[src/rtl/edge_gen.sv]
// Programmable pulse-train generator: P pulses of H active and L inactive cycles,
// with registered rise/fall markers and a start/busy/done/abort handshake.
module edge_gen #(
  parameter int CNT_W  = 16,
  parameter int NUM_W  = 8,
  parameter bit INVERT = 1'b0
) (
  input  logic             clk,
  input  logic             rst,
  input  logic             start,
  input  logic             abort,
  input  logic [CNT_W-1:0] high_cnt,
  input  logic [CNT_W-1:0] low_cnt,
  input  logic [NUM_W-1:0] num_pulses,
  output logic             data_out,
  output logic             busy,
  output logic             done,
  output logic             rise,
  output logic             fall,
  output logic [1:0]       state_dbg
);

  // Handshake: start is accepted in a cycle where busy=0 and abort=0; busy rises
  // the next cycle. done pulses one cycle after the last inactive phase, with
  // busy already low. abort while busy forces idle outputs on the next cycle.

  typedef enum logic [1:0] {
    IDLE  = 2'd0,
    ACT   = 2'd1,
    INACT = 2'd2
  } state_t;

  localparam logic [CNT_W-1:0] CNT_ONE = CNT_W'(1);
  localparam logic [NUM_W-1:0] NUM_ONE = NUM_W'(1);

  state_t           state_q, state_d;
  logic [CNT_W-1:0] phase_q, phase_d;
  logic [NUM_W-1:0] pulse_q, pulse_d;
  logic [CNT_W-1:0] high_q, high_d;
  logic [CNT_W-1:0] low_q, low_d;
  logic             data_q, data_d;
  logic             busy_q, busy_d;
  logic             done_q, done_d;
  logic             rise_q, rise_d;
  logic             fall_q, fall_d;
  logic [CNT_W-1:0] high_clamp;
  logic [CNT_W-1:0] low_clamp;

  always_comb begin
    high_clamp = (high_cnt == '0) ? CNT_ONE : high_cnt;
    low_clamp  = (low_cnt == '0) ? CNT_ONE : low_cnt;

    state_d = state_q;
    phase_d = phase_q;
    pulse_d = pulse_q;
    high_d  = high_q;
    low_d   = low_q;
    done_d  = 1'b0;

    case (state_q)
      IDLE: begin
        if (start && !abort) begin
          high_d  = high_clamp;
          low_d   = low_clamp;
          pulse_d = num_pulses;
          if (num_pulses == '0) begin
            done_d = 1'b1;
          end else begin
            state_d = ACT;
            phase_d = high_clamp;
          end
        end
      end
      ACT: begin
        if (abort) begin
          state_d = IDLE;
        end else if (phase_q == CNT_ONE) begin
          state_d = INACT;
          phase_d = low_q;
        end else begin
          phase_d = phase_q - CNT_ONE;
        end
      end
      INACT: begin
        if (abort) begin
          state_d = IDLE;
        end else if (phase_q == CNT_ONE) begin
          if (pulse_q == NUM_ONE) begin
            state_d = IDLE;
            done_d  = 1'b1;
          end else begin
            state_d = ACT;
            pulse_d = pulse_q - NUM_ONE;
            phase_d = high_q;
          end
        end else begin
          phase_d = phase_q - CNT_ONE;
        end
      end
      default: state_d = IDLE;
    endcase

    // Outputs are derived from the next state so they register alongside it.
    busy_d = (state_d != IDLE);
    data_d = (state_d == ACT) ^ INVERT;
    rise_d = data_d & ~data_q;
    fall_d = ~data_d & data_q;
  end

  always_ff @(posedge clk or posedge rst) begin
    if (rst) begin
      state_q <= IDLE;
      phase_q <= '0;
      pulse_q <= '0;
      high_q  <= '0;
      low_q   <= '0;
      data_q  <= INVERT;
      busy_q  <= 1'b0;
      done_q  <= 1'b0;
      rise_q  <= 1'b0;
      fall_q  <= 1'b0;
    end else begin
      state_q <= state_d;
      phase_q <= phase_d;
      pulse_q <= pulse_d;
      high_q  <= high_d;
      low_q   <= low_d;
      data_q  <= data_d;
      busy_q  <= busy_d;
      done_q  <= done_d;
      rise_q  <= rise_d;
      fall_q  <= fall_d;
    end
  end

  assign data_out  = data_q;
  assign busy      = busy_q;
  assign done      = done_q;
  assign rise      = rise_q;
  assign fall      = fall_q;
  assign state_dbg = state_q;

endmodule

[config.mk]
export PLATFORM = sky130hd
export DESIGN_NAME = edge_gen
export DESIGN_NICKNAME = d
export VERILOG_FILES = /design/src/rtl/edge_gen.sv
export SDC_FILE = /design/constraint.sdc
export NUM_CORES = 1
export LEC_CHECK = 0
export CAP_MARGIN = 25
export CORE_ASPECT_RATIO = 0.6
export CORE_UTILIZATION = 45
export CTS_CLUSTER_SIZE = 14
export DETAILED_ROUTE_END_ITERATION = 16
export PLACE_DENSITY_LB_ADDON = 0.15
export SYNTH_ARGS = -nofsm -noshare
export SYNTH_HDL_FRONTEND = slang
export SYNTH_SLANG_ARGS = --single-unit
export TNS_END_PERCENT = 20
[constraint.sdc]
create_clock -name clk -period 5.1 [get_ports clk]
set_input_delay 1.53 -clock clk [delete_from_list [all_inputs] [get_ports clk]]
set_output_delay 1.53 -clock clk [all_outputs]
set_load 0.05 [all_outputs]
# --- Word level (Yosys, flattened, before mapping) ---
# Cells that the tools add are included.
totals:
  ff_bits: 63
  in_bits: 44
  out_inout_bits: 7
  word_cells: 69
classes:
  add_sub_neg: 2
  eq_ne: 12
  n_mux: 29
  bitwise: 4
  n_reduce_logical: 12
op_table:
  columns: ["cell", "n"]
  rows:
  - ["$mux 16", 9]
  - ["$pmux 16 s3", 1]
  - ["$logic_not 16->1", 2]
  - ["$mux 8", 4]
  - ["$eq 16x1->1 const B", 1]
  - ["$pmux 8 s2", 1]
  - ["$sub 16x1->16 const B", 1]
  - ["$mux 2", 6]
  - ["$ne 2x2->1 const B", 6]
  - ["$eq 8x1->1 const B", 1]
  - ["$logic_not 8->1", 1]
  - ["$sub 8x1->8 const B", 1]
  - ["$mux 1", 6]
  - ["$pmux 2 s3", 1]
  - ["$reduce_and 6->1", 1]
  - ["$reduce_and 5->1", 1]
  - ["$eq 2x1->1 const B", 2]
  - ["$reduce_bool 2->1", 2]
  - ["$ne 3x3->1 const B", 1]
  - ["$reduce_bool 3->1", 1]
  - ["$and 1x1->1", 2]
  - ["$eq 2x2->1 const B", 1]
  - ["$logic_not 2->1", 1]
  - ["$not 1->1", 2]
  - ["4 further kinds", 4]

# --- Longest topological paths before layout ---
logic_depth:
  word_depth: 8
  mapped_depth: 9
  mapped_depth_nobuf: 7

# --- Worst setup path after synthesis ---
# Ideal clock, no wire load.
synth_path:
  path_type: "input port to flip-flop"
  start: "input abort"
  end: "register phase_q[11]"
  t_arrival_ns: 3.056
  required_time_ns: 4.974
  setup_slack_ns: 1.918
  path_stages: 7
  path_buffers: 2
  cell_sequence: "buf_2 > nand2b_1 > a221o_1 > a21o_4 > or2_4 > buf_6 > o32a_1"
synth_via:
  elab_chain_cells: 4
synth_lines:
  columns: ["element", "line_no", "rtl"]
  rows:
  - ["start, declared", "11", "input logic abort,"]
  - ["$logic_not 1->1", "62", "if (start && !abort) begin"]
  - ["$logic_and 1x1->1", "62", null]
  - ["$ne 2x2->1 (no source line)", null, null]
  - ["$reduce_and 6->1 (no source line) *", null, null]
  - ["end signal, assigned", "124", "phase_q <= phase_d;"]
  - ["end, declared", "37", "logic [CNT_W-1:0] phase_q, phase_d;"]
# Mark *: on every way between the ends. The rest lies on a longest branch, timed or not.
# A chain may end at the register's enable or synchronous reset.

# --- Final worst setup path ---
layout_path:
  start: "input abort"
  end: "register phase_q[1]"
# Same word-level chain as after synthesis.

==> metrics <==
outcome finished, final reports clean; post-CTS sizing 0; CTS tree built; metal3 WL 936 um; global route overflow 0; GPL Wtd Cong 0.9033; PwrDens 584.1 nW/um^2; # clock sinks 63; Hold Buf Count CTS 0; Multi-input gate area 2052 sq um; DRC 0; Seq/Total Area, Yosys 0.4120; CP cell instances clkdlybuf4s50_1 > nand2b_1 > a221o_1 > a21o_4 > nor2_1 > mux2_1; Area Growth Syn to Fin 22.86%; Netlist cell types 67; fmax 0.2927 GHz; ys async rst share 1.000; Synth Net Count 438; CP peak stage delay 0.53 ns; DRT Wirelength 10710 um; Lkg Pwr 1.870 nW; global-route usage over all layers 0.2656; flip-flop and latch area 1577 sq um; met2 WL post-DR 4074 um; port buffer count 50; Yosys reg bits 63; critical path's top delay family compound AO/OA/AOI/OAI gates; Hold Fails Final Rpt 0; worst reg2reg path startpoint phase_q[1]$_DFFE_PP0P_; Syn Area/Cell 9.912 sq um; # Post-CTS Setup Buffers 0; Cell Area, Synth 3826 sq um; Reg power frac 0.366; first-pass GRT wire length 17410 um; Starting DRT DRC Count 305; CP Buf/Inv Count 1; max layer used met4; initial antenna violation count 0; Switch Pwr 1.091 mW; initial core utilization 0.4760; internal power 1.655 mW; max-slew violation count 0; RSZ-0062 raised after global routing no; pin count of the biggest net entering global routing 35; Crit-path slowest cell clkdlybuf4s50_1; total number of vias 3405; Cells after Synth 386; max-cap viol count 0; core area 8039 sq um; fin crit period 3.416 ns; Metal-1 WL 5581 um; HPWL Detailed 7759 um; layout cells sized above 1 0.1505; worst rel slew slack 0.4341; Placed Cells 524; Post-synth EDFFs 0; Die Height 73.43 um; Chip Width 121.0 um; clock latency on the worst-skew pair 0.34 ns; I/O pins 51; Hold Crit Start high_q[0]$_DFFE_PP0P_; Final period util 0.6698; CP Launch Point abort; Final setup violation count 0; total CTS buffers 9; Setup Skew 0.005784 ns; Non-Filler Instances 540; FILL cells 697; maximum clock insertion buffer count 2; drt via density 6.306; Worst Tran Pin Value 0.8488 ns; crit end category flip-flop; Sw Share 0.3972; crit-path max FO 17; CTS clk-pin slew, worst paths 0.06 ns; vias in the first global route 3139; H-Tree Depth 3; nets@finish 479; row count 25; ANT nets after route 0; HP Class flip-flop to flip-flop; yosys warns 0; CP Class input port to flip-flop; Worst setup SP type input port; critical path data arrival time 3.63 ns; setup TNS 0 ns; logic gate share of total power 0.385; root buffer cell clkbuf_16; Hold Slack 0.4988 ns; Clk network pwr share 0.249; # diodes 0; WL per Instance 19.82 um; Die ar. 8887 sq um; critical path required time 5.32 ns; 1st-pass router iterations 5; Main synth FF type dfrtp_1; worst vdd ir 0.0003086 V
==> placed cells by master, fill, tap and decap left out, drive strengths merged, types with 5 or more instances in the layout <==
cell type and count:
dfrtp 63, clkdlybuf4s50 50, mux2 31, nor2 29, o21ai 25, inv 18
nor3 16, nand2 15, a21oi 14, nor4 12, nand4 11, clkbuf 10
a22oi 9, ha 8, nand3 8, a31oi 6, a211oi 6, mux2i 6
and3 5, and4 5, nor4b 5, o32ai 5, buf 5
==> per-stage QoR <==
step | setup WS, ns | utilization | power (mW) | area (sq um)
6_report | 1.684 | 0.5847 | 2.746 | 4701
5_1_grt | 1.636 | 0.5847 | 2.914 | 4701
3_5_place_dp | 1.348 | 0.5435 | 2.038 | 4369
3_3_place_gp | 1.433 | 0.5435 | 2.012 | 4369
4_1_cts | 1.708 | 0.5847 | 2.727 | 4701
2_1_floorplan | 1.918 | - | 1.711 | 3826
==> sequential cells by signal (all words and copies together) (netlist names) <==
register,count
busy,1
data_out,1
done,1
fall,1
high_q,16
low_q,16
phase_q,16
pulse_q,8
rise,1
state_dbg,2
==> path summary, 6_finish.rpt <==
kind / end / slack [ns] / cells after the start
min in group asynchronous: low_q[3]$_DFFE_PP0P_ / 1.62 / 2
worst max-delay path: phase_q[1]$_DFFE_PP0P_ / 1.68 / 6
max in group asynchronous: phase_q[9]$_DFFE_PP0P_ / 2.60 / 3
worst max register to register: phase_q[1]$_DFFE_PP0P_ / 1.94 / 7
worst min register to register: high_q[0]$_DFFE_PP0P_ / 0.50 / 2
worst min-delay path: high_q[0]$_DFFE_PP0P_ / 0.50 / 2
==> final cells by class <==
cell class | count | share of cell area
flip-flops and latches | 63 | 0.3354
well taps | 108 | 0.02875
clock inverters | 6 | 0.01970
clock buffers | 10 | 0.05084
repair buffers | 55 | 0.1145
inverters | 18 | 0.01437
multi-input cells | 280 | 0.4365
==> power by group through the flow <==
stage,sequential (mW),clock (mW),combinational (mW)
floorplan,0.961,0,0.751
global placement,0.989,0,1.02
detailed placement,0.997,0,1.04
CTS,0.993,0.691,1.04
global route,1.04,0.716,1.16
finish,1.00,0.684,1.06
==> cells in the mapped netlist (all sizes together) (3+ instances only) <==
| cell type | number | area (sq um) |
|---|---|---|
| buf | 11 | 77.57 |
| a31oi | 6 | 37.54 |
| o22ai | 3 | 18.77 |
| dfrtp | 63 | 1577 |
| o211ai | 3 | 22.52 |
| a21oi | 14 | 70.07 |
| and4 | 5 | 43.79 |
| o31ai | 4 | 30.03 |
| inv | 17 | 63.81 |
| nor4b | 5 | 43.79 |
| o21ai | 25 | 128.9 |
| xnor2 | 3 | 26.28 |
| nor4 | 12 | 111.4 |
| nor3 | 16 | 91.34 |
| nor2b | 3 | 18.77 |
| clkbuf | 14 | 52.55 |
| o32ai | 5 | 43.79 |
| mux2i | 6 | 60.06 |
| ha | 8 | 100.1 |
| a2bb2oi | 4 | 35.03 |
| and3 | 5 | 31.28 |
| nand2 | 15 | 58.81 |
| a211oi | 6 | 45.04 |
| nor2 | 29 | 108.9 |
| a41oi | 3 | 26.28 |
| mux2 | 31 | 349.1 |
| nand4 | 11 | 83.83 |
| nand3 | 8 | 45.04 |
| a221oi | 4 | 35.03 |
| or2 | 4 | 27.53 |
| a22oi | 9 | 67.56 |
==> kinds of logic (layout without fill, tap and decap cells) <==
group,count (synthesis),after routing,share of synthesized area
multiplexers,37,37,0.1069
AO/OA/AOI/OAI,109,109,0.2041
buffers and inverters,43,89,0.05167
XOR/XNOR,4,4,0.009158
adder cells (fa/ha/maj),8,8,0.02616
flip-flops,63,63,0.4120
AND/OR/NAND/NOR,122,122,0.1900
==> per-layer routing <==
metal,GRT usage,vias up
met2,0.3346,151
met3,0.09317,13
met5,0,-
met1,0.4143,1670
li1,-,1571
met4,0.06996,0
==> worst register-to-register path, stage by stage (launching register included) <==
cell,delay (ns)
dfrtp_1,0.42
inv_1,0.14
ha_1,0.30
nor3b_1,0.44
nand4_4,0.37
nor3_4,0.72
nor2_1,0.27
mux2_1,0.37
No activity file was read; power rests on OpenSTA's default activity.
